==> src/rtl/result_writeback.sv <==
// Result-stream writeback: tracks tile/in-tile beat position, buffers beats with their word address, drives the memory write port.
// Optional macro RESULT_WB_OVERFLOW_CHECK_EN enables the sticky overflow detector (otherwise overflow is tied low).
module result_writeback #(
    parameter int unsigned ARRAY_HEIGHT = 4,
    parameter int unsigned ARRAY_WIDTH  = 32,
    parameter int unsigned DATA_WIDTH   = 16,
    parameter int unsigned BUS_WIDTH    = 256,
    parameter int unsigned FIFO_DEPTH   = 8,
    parameter int unsigned ADDR_WIDTH   = 32
) (
    input  logic                  clk,
    input  logic                  reset_n,
    input  logic                  start,
    input  logic [15:0]           m,
    input  logic [15:0]           p,
    input  logic [ADDR_WIDTH-1:0] base_addr,
    input  logic [BUS_WIDTH-1:0]  data_i,
    input  logic                  valid_i,
    output logic [ADDR_WIDTH-1:0] mem_addr,
    output logic [BUS_WIDTH-1:0]  mem_wdata,
    output logic                  mem_we,
    input  logic                  mem_ready,
    output logic                  busy,
    output logic                  done,
    output logic                  overflow
);

    localparam int unsigned E    = BUS_WIDTH / DATA_WIDTH;
    localparam int unsigned CB_N = ARRAY_WIDTH / E;
    localparam int unsigned E_SH = $clog2(E);
    localparam int unsigned RW   = (ARRAY_HEIGHT > 1) ? $clog2(ARRAY_HEIGHT) : 1;
    localparam int unsigned CBW  = (CB_N > 1) ? $clog2(CB_N) : 1;
    localparam int unsigned PW   = $clog2(FIFO_DEPTH);
    localparam int unsigned CW   = PW + 1;

    typedef enum logic [1:0] {IDLE, RUN, DRAIN} state_t;

    state_t                state;
    logic [15:0]           m_q, p_q;
    logic [ADDR_WIDTH-1:0] stride, row_off, tile_base, row_base;
    logic [RW-1:0]         row_cnt;
    logic [CBW-1:0]        cb_cnt;
    logic [16:0]           col_pos, tr_pos;
    logic [PW-1:0]         wr_ptr, rd_ptr;
    logic [CW-1:0]         count;

    logic [ADDR_WIDTH-1:0] addr_mem [FIFO_DEPTH];
    logic [BUS_WIDTH-1:0]  data_mem [FIFO_DEPTH];

    logic                  r_last, cb_last, tc_last, tr_last, last_beat;
    logic                  pop, full, push, drain_done;
    logic [ADDR_WIDTH-1:0] beat_addr, row_base_nx, head_addr;
    logic [BUS_WIDTH-1:0]  head_data;
    logic [PW-1:0]         rd_nx;
    logic [CW-1:0]         count_nx;

    // Position decode and FIFO bookkeeping
    always_comb begin
        r_last      = (row_cnt == RW'(ARRAY_HEIGHT - 1));
        cb_last     = (cb_cnt == CBW'(CB_N - 1));
        tc_last     = ((col_pos + 17'(ARRAY_WIDTH)) == {1'b0, p_q});
        tr_last     = ((tr_pos + 17'(ARRAY_HEIGHT)) == {1'b0, m_q});
        last_beat   = r_last & cb_last & tc_last & tr_last;
        beat_addr   = tile_base + row_off + ADDR_WIDTH'(cb_cnt);
        // At the last row of a tile, row_off + stride equals H*stride
        row_base_nx = row_base + row_off + stride;
        pop         = mem_we & mem_ready;
        full        = (count == CW'(FIFO_DEPTH));
        push        = (state == RUN) & valid_i & (~full | pop);
        count_nx    = CW'(count + CW'(push) - CW'(pop));
        rd_nx       = PW'(rd_ptr + PW'(pop));
        drain_done  = (count == '0) | ((count == CW'(1)) & pop);
        // A beat written into the slot that becomes the head bypasses the array
        if (push && (wr_ptr == rd_nx)) begin
            head_addr = beat_addr;
            head_data = data_i;
        end else begin
            head_addr = addr_mem[rd_nx];
            head_data = data_mem[rd_nx];
        end
    end

    always_ff @(posedge clk) begin
        if (push) begin
            addr_mem[wr_ptr] <= beat_addr;
            data_mem[wr_ptr] <= data_i;
        end
    end

    // FSM, position counters, FIFO pointers and registered write port
    always_ff @(posedge clk or negedge reset_n) begin
        if (!reset_n) begin
            state     <= IDLE;
            busy      <= 1'b0;
            done      <= 1'b0;
            m_q       <= '0;
            p_q       <= '0;
            stride    <= '0;
            row_off   <= '0;
            tile_base <= '0;
            row_base  <= '0;
            row_cnt   <= '0;
            cb_cnt    <= '0;
            col_pos   <= '0;
            tr_pos    <= '0;
            wr_ptr    <= '0;
            rd_ptr    <= '0;
            count     <= '0;
            mem_we    <= 1'b0;
            mem_addr  <= '0;
            mem_wdata <= '0;
        end else begin
            done   <= 1'b0;
            wr_ptr <= PW'(wr_ptr + PW'(push));
            rd_ptr <= rd_nx;
            count  <= count_nx;
            mem_we <= (count_nx != '0);
            if (count_nx != '0) begin
                mem_addr  <= head_addr;
                mem_wdata <= head_data;
            end
            case (state)
                IDLE: begin
                    if (start) begin
                        state     <= RUN;
                        busy      <= 1'b1;
                        m_q       <= m;
                        p_q       <= p;
                        stride    <= ADDR_WIDTH'(p >> E_SH);
                        row_off   <= '0;
                        tile_base <= base_addr;
                        row_base  <= base_addr;
                        row_cnt   <= '0;
                        cb_cnt    <= '0;
                        col_pos   <= '0;
                        tr_pos    <= '0;
                    end
                end
                RUN: begin
                    // Positions advance on every valid beat, dropped or not
                    if (valid_i) begin
                        if (!r_last) begin
                            row_cnt <= RW'(row_cnt + 1'b1);
                            row_off <= row_off + stride;
                        end else begin
                            row_cnt <= '0;
                            row_off <= '0;
                            if (!cb_last) begin
                                cb_cnt <= CBW'(cb_cnt + 1'b1);
                            end else begin
                                cb_cnt <= '0;
                                if (!tc_last) begin
                                    col_pos   <= col_pos + 17'(ARRAY_WIDTH);
                                    tile_base <= tile_base + ADDR_WIDTH'(CB_N);
                                end else begin
                                    col_pos   <= '0;
                                    tr_pos    <= tr_pos + 17'(ARRAY_HEIGHT);
                                    row_base  <= row_base_nx;
                                    tile_base <= row_base_nx;
                                end
                            end
                        end
                        if (last_beat) begin
                            state <= DRAIN;
                        end
                    end
                end
                DRAIN: begin
                    if (drain_done) begin
                        state <= IDLE;
                        busy  <= 1'b0;
                        done  <= 1'b1;
                    end
                end
                default: state <= IDLE;
            endcase
        end
    end

`ifdef RESULT_WB_OVERFLOW_CHECK_EN
    // Sticky: dropped full-FIFO beat, or any beat outside RUN
    always_ff @(posedge clk or negedge reset_n) begin
        if (!reset_n) begin
            overflow <= 1'b0;
        end else if ((state == IDLE) && start) begin
            overflow <= 1'b0;
        end else if (valid_i && ((state != RUN) || (full && !pop))) begin
            overflow <= 1'b1;
        end
    end
`else
    assign overflow = 1'b0;
`endif

endmodule

==> config.mk <==
export PLATFORM = sky130hd
export DESIGN_NAME = result_writeback
export DESIGN_NICKNAME = d
export VERILOG_FILES = /design/src/rtl/result_writeback.sv
export SDC_FILE = /design/constraint.sdc
export NUM_CORES = 2
export LEC_CHECK = 0
export CORE_MARGIN = 5
export CORE_UTILIZATION = 55
export DETAILED_ROUTE_END_ITERATION = 7
export HOLD_SLACK_MARGIN = 0.03
export PLACE_DENSITY = 0.74
export SLEW_MARGIN = 20
export SYNTH_ARGS = -nofsm -noshare
export SYNTH_HDL_FRONTEND = slang
export SYNTH_SLANG_ARGS = --single-unit
==> constraint.sdc <==
create_clock -name clk -period 26.3 [get_ports clk]
set_input_delay 6.575 -clock clk [delete_from_list [all_inputs] [get_ports clk]]
set_output_delay 6.575 -clock clk [all_outputs]
set_load 0.01 [all_outputs]
==> impl_table.tex <==
\begin{tabular}{lr}
\hline
Metric & Value \\
\hline
\multicolumn{2}{l}{\textbf{Status}} \\
\quad Run status & completed \\
\multicolumn{2}{l}{\textbf{Critical path}} \\
\quad Type of the worst setup path & input pin to register \\
\quad Worst Path Arrival & roughly 13 ns \\
\quad Maximum fanout count along the critical path & 72 \\
\quad Cells on worst reg2reg path & 16 \\
\quad Required time of the worst setup path & roughly 27 ns \\
\quad Type of element capturing the critical path & register \\
\quad Critical Path Source Type & input pin \\
\multicolumn{2}{l}{\textbf{Synth}} \\
\quad Distinct cells, synth & between 80 and 90 \\
\quad Summed instance area of the synthesized netlist & roughly 0.11 mm² \\
\quad Share of the yosys chip area belonging to registers & 0.722 \\
\quad Post-synthesis net count & $\sim$7000 \\
\quad Top cell type's share of synthesized area & 0.619 \\
\quad Synthesized area per cell & 17.0 µm² \\
\quad Number of synthesized flops with an enable pin & between 2000 and 2500 \\
\quad Yosys top cell by area & sky130\_fd\_sc\_hd\_\_edfxtp\_1 \\
\quad Synth Flop Type & sky130\_fd\_sc\_hd\_\_edfxtp\_1 \\
\quad Count of synthesis-stage warnings from yosys & 0 \\
\quad Instance count of the mapped netlist & between 6000 and 7000 \\
\quad FF+latch count, synth & 2765 \\
\quad Proportion of register bits with asynchronous set or reset after synthesis & 0.167 \\
\quad Cells taking the most area after synthesis & sky130\_fd\_sc\_hd\_\_edfxtp\_1 62\%, sky130\_fd\_sc\_hd\_\_mux4\_2 12\%, sky130\_fd\_sc\_hd\_\_dfrtp\_1 10\%, sky130\_fd\_sc\_hd\_\_mux2i\_1 2.3\%, sky130\_fd\_sc\_hd\_\_nand2\_1 1.9\% \\
\multicolumn{2}{l}{\textbf{Floorplanning}} \\
\quad Top-Level Pins & 617 \\
\quad Number of standard-cell rows in the floorplan & between 150 and 200 \\
\quad Floorplan die area & 0.212 mm² \\
\quad CORE AREA & 0.202 mm² \\
\quad Die height & 461 µm \\
\quad Horizontal die dimension & approximately 460 µm \\
\quad Starting density of the core & 0.553 \\
\multicolumn{2}{l}{\textbf{Power and ir drop}} \\
\quad Worst-case vdd ir drop & around 0.00015 V \\
\quad Leakage dissipation & about 45 nW \\
\quad Power Dens Cells & approximately 120 mW/mm² \\
\multicolumn{2}{l}{\textbf{Drt}} \\
\quad Violation count after the first detailed-route iteration & around 5900 \\
\quad Detailed Route WL & approximately 260000 µm \\
\quad Pre-antenna DRT Iters & 6 \\
\quad Remaining DRCs & 0 \\
\quad Average wire per cell in the routed design & around 26 µm \\
\quad Final ANT Viol Nets & 0 \\
\quad Detail-routed via count per cell & 6.11 \\
\quad Via count of the routed design & about 62000 \\
\multicolumn{2}{l}{\textbf{Layout}} \\
\quad Nets@finish & between 7000 and 8000 \\
\quad Layout cells sized above 1 & 0.153 \\
\quad Commonest non-fill, non-tap cell in the layout & sky130\_fd\_sc\_hd\_\_edfxtp\_1 \\
\quad Final core utilization & 0.644 \\
\quad Area growth syn-to-layout & 16.4\% \\
\quad Leading cell types in the layout, fill and taps excluded & 2304 x sky130\_fd\_sc\_hd\_\_edfxtp\_1, 614 x sky130\_fd\_sc\_hd\_\_clkdlybuf4s50\_1, 576 x sky130\_fd\_sc\_hd\_\_mux4\_2 \\
\quad Non-filler cells, final & between 10000 and 15000 \\
\quad Filler cell count in the final layout & 13693 \\
\multicolumn{2}{l}{\textbf{STA}} \\
\quad Setup slack of the critical path after layout & $\sim$14 ns \\
\quad Total of endpoints with negative setup slack in the final report & 0 \\
\quad Max-slew violation count & 0 \\
\quad Worst hold slack & approximately 0.47 ns \\
\quad Setup skew after layout & between 0.07 and 0.08 ns \\
\quad Transition time at the pin with the least slew margin & about 1.2 ns \\
\quad Unrepaired setup endpoints after global routing & no \\
\quad Endpoints failing hold & 0 \\
\quad Final setup TNS & 0 ns \\
\quad Final period util & 0.464 \\
\quad Headroom to the max-slew limit & 0.209 \\
\quad Final Critical Period & $\sim$12 ns \\
\quad Peak clock frequency supported by timing & 81.9 MHz \\
\multicolumn{2}{l}{\textbf{CTS}} \\
\quad Number of buffers added to fix hold violations after cts & 0 \\
\quad Buffer depth of the longest clock path & 4 \\
\quad Postcts setup bufs & 0 \\
\quad CTS root buffer & sky130\_fd\_sc\_hd\_\_clkbuf\_16 \\
\quad Resized cells post-CTS & 0 \\
\quad TritonCTS clock tree & yes \\
\quad Clk sinks & 2765 \\
\quad Total number of H-tree levels & 5 \\
\quad Clk pin slew, worst setup/hold paths & approximately 0.060 ns \\
\quad Insertion delay of the later-clocked pin in the worst-skew pair & around 0.94 ns \\
\quad Cts bufs inserted & slightly below 300 \\
\multicolumn{2}{l}{\textbf{GRT}} \\
\quad Wire length of the first global-routing pass & 397000 µm \\
\quad Gr usage total & 0.247 \\
\quad Antenna violations before repair & 26 \\
\quad Number of global-route vias before repair & 64207 \\
\quad Overflow after GRT & 0 \\
\quad Largest net degree at the start of global routing & 203 \\
\multicolumn{2}{l}{\textbf{Placed design}} \\
\quad Number of placed instances, taps included & 9569 \\
\quad Setup Slack @ Placement & roughly 13 ns \\
\quad Routability congestion estimate from global placement & roughly 0.89 \\
\quad Count of buffers from port buffering & just over 600 \\
\quad Final HPWL DP & 150000 µm \\
\multicolumn{2}{l}{\textbf{Min path}} \\
\quad Min-delay worst type & register to register \\
\quad Worst Hold Path Cells & 2 \\
\multicolumn{2}{l}{\textbf{Flow run}} \\
\quad Maxcap violations & 0 \\
\hline
\end{tabular}
==> synth_stat cells, drive strengths merged (9+ instances only) <==
| master | n |
|---|---|
| edfxtp | 2304 |
| mux4 | 576 |
| nand2 | 567 |
| dfrtp | 461 |
| nor2 | 429 |
| a21oi | 423 |
| o21ai | 406 |
| mux2i | 262 |
| clkbuf | 239 |
| buf | 131 |
| ha | 105 |
| xnor2 | 81 |
| nand3 | 62 |
| inv | 55 |
| nor3 | 54 |
| xor2 | 40 |
| a21o | 38 |
| a211oi | 32 |
| and3 | 25 |
| nand4 | 23 |
| o22ai | 22 |
| o31ai | 19 |
| fa | 17 |
| a31oi | 16 |
| nand2b | 15 |
| or3 | 14 |
| o21bai | 13 |
| nor4 | 12 |
| o211ai | 12 |
| o21a | 12 |
| nor2b | 11 |
| and4 | 9 |
| or2 | 9 |
==> where the power goes <==
group / total, W / switching, W / internal, W
registers: 0.00610 / 0.000374 / 0.00572
logic: 0.00601 / 0.00338 / 0.00263
clock network: 0.00398 / 0.00163 / 0.00235
total: 0.0161 / 0.00538 / 0.0107
==> per-stage QoR <==
stage	power (W)	area [µm²]
after detailed placement	0.0122	121000
final	0.0161	130000
after floorplan	0.0104	112000
after CTS	0.0162	130000
after global routing	0.0170	130000
after global placement	0.0121	121000
==> worst max-delay path, stage by stage <==
cell	delay (ns)
sky130_fd_sc_hd__clkdlybuf4s50_1	0.40
sky130_fd_sc_hd__nand2_1	0.17
sky130_fd_sc_hd__inv_1	0.12
sky130_fd_sc_hd__ha_4	0.18
sky130_fd_sc_hd__ha_4	0.15
sky130_fd_sc_hd__xnor2_2	0.12
sky130_fd_sc_hd__buf_4	0.28
sky130_fd_sc_hd__inv_8	0.44
sky130_fd_sc_hd__buf_4	0.73
sky130_fd_sc_hd__buf_4	0.96
sky130_fd_sc_hd__buf_4	0.89
sky130_fd_sc_hd__buf_4	0.78
sky130_fd_sc_hd__mux4_2	0.42
sky130_fd_sc_hd__mux2i_1	0.20
sky130_fd_sc_hd__nor2_1	0.06
sky130_fd_sc_hd__a21oi_1	0.13
sky130_fd_sc_hd__o21ai_0	0.09
==> state kept, by name, summed over array words and instances (netlist names), 15 cells and up <==
name,count
data_mem,2048
mem_addr,32
row_base,32
row_off,32
p_q,15
tr_pos,15
addr_mem,256
tile_base,32
m_q,16
mem_wdata,256
==> routing by layer <==
| metal | global-route usage | part of all wire |
|---|---|---|
| met3 | 0.0475 | 0.076 |
| met1 | 0.338 | 0.40 |
| met2 | 0.408 | 0.50 |
| met4 | 0.0794 | 0.030 |
| met5 | 0 | 0.00050 |
==> layout make-up <==
class                           instances  area (µm²)  area share
Sequential cell                      2765       80700       0.621
Antenna cell                           17        42.5    0.000327
Clock inverter                        113        1100     0.00847
Tap cell                             2672        3340      0.0257
Clock buffer                          401        8110      0.0624
Timing Repair Buffer                  710        7040      0.0541
Inverter                               55         214     0.00164
Multi-Input combinational cell       3369       29500       0.227
==> path summary, 6_finish.rpt <==
check	start	to	slack (ns)
hold / removal	p_q[2]	p_q[2]	0.47
setup / recovery	mem_ready	mem_wdata[138]	14.09
min in group asynchronous	reset_n	mem_wdata[51]	5.64
max in group asynchronous	reset_n	mem_wdata[153]	17.59
setup reg to reg	mem_we	mem_wdata[138]	19.74
hold reg to reg	p_q[2]	p_q[2]	0.47
==> cells by family after synthesis <==
kind of cell	count (synthesis)	synth area share
AOI/OAI and AO/OA	1044	0.0521
xor gates and xnor gates	121	0.00948
adders and majority gates	122	0.0148
buffers and inverters	425	0.0152
DFF	2765	0.722
muxes	838	0.140
other	1	0.0000335
and+or+nand+nor	1243	0.0467
No activity file was read; power rests on OpenSTA's default activity.
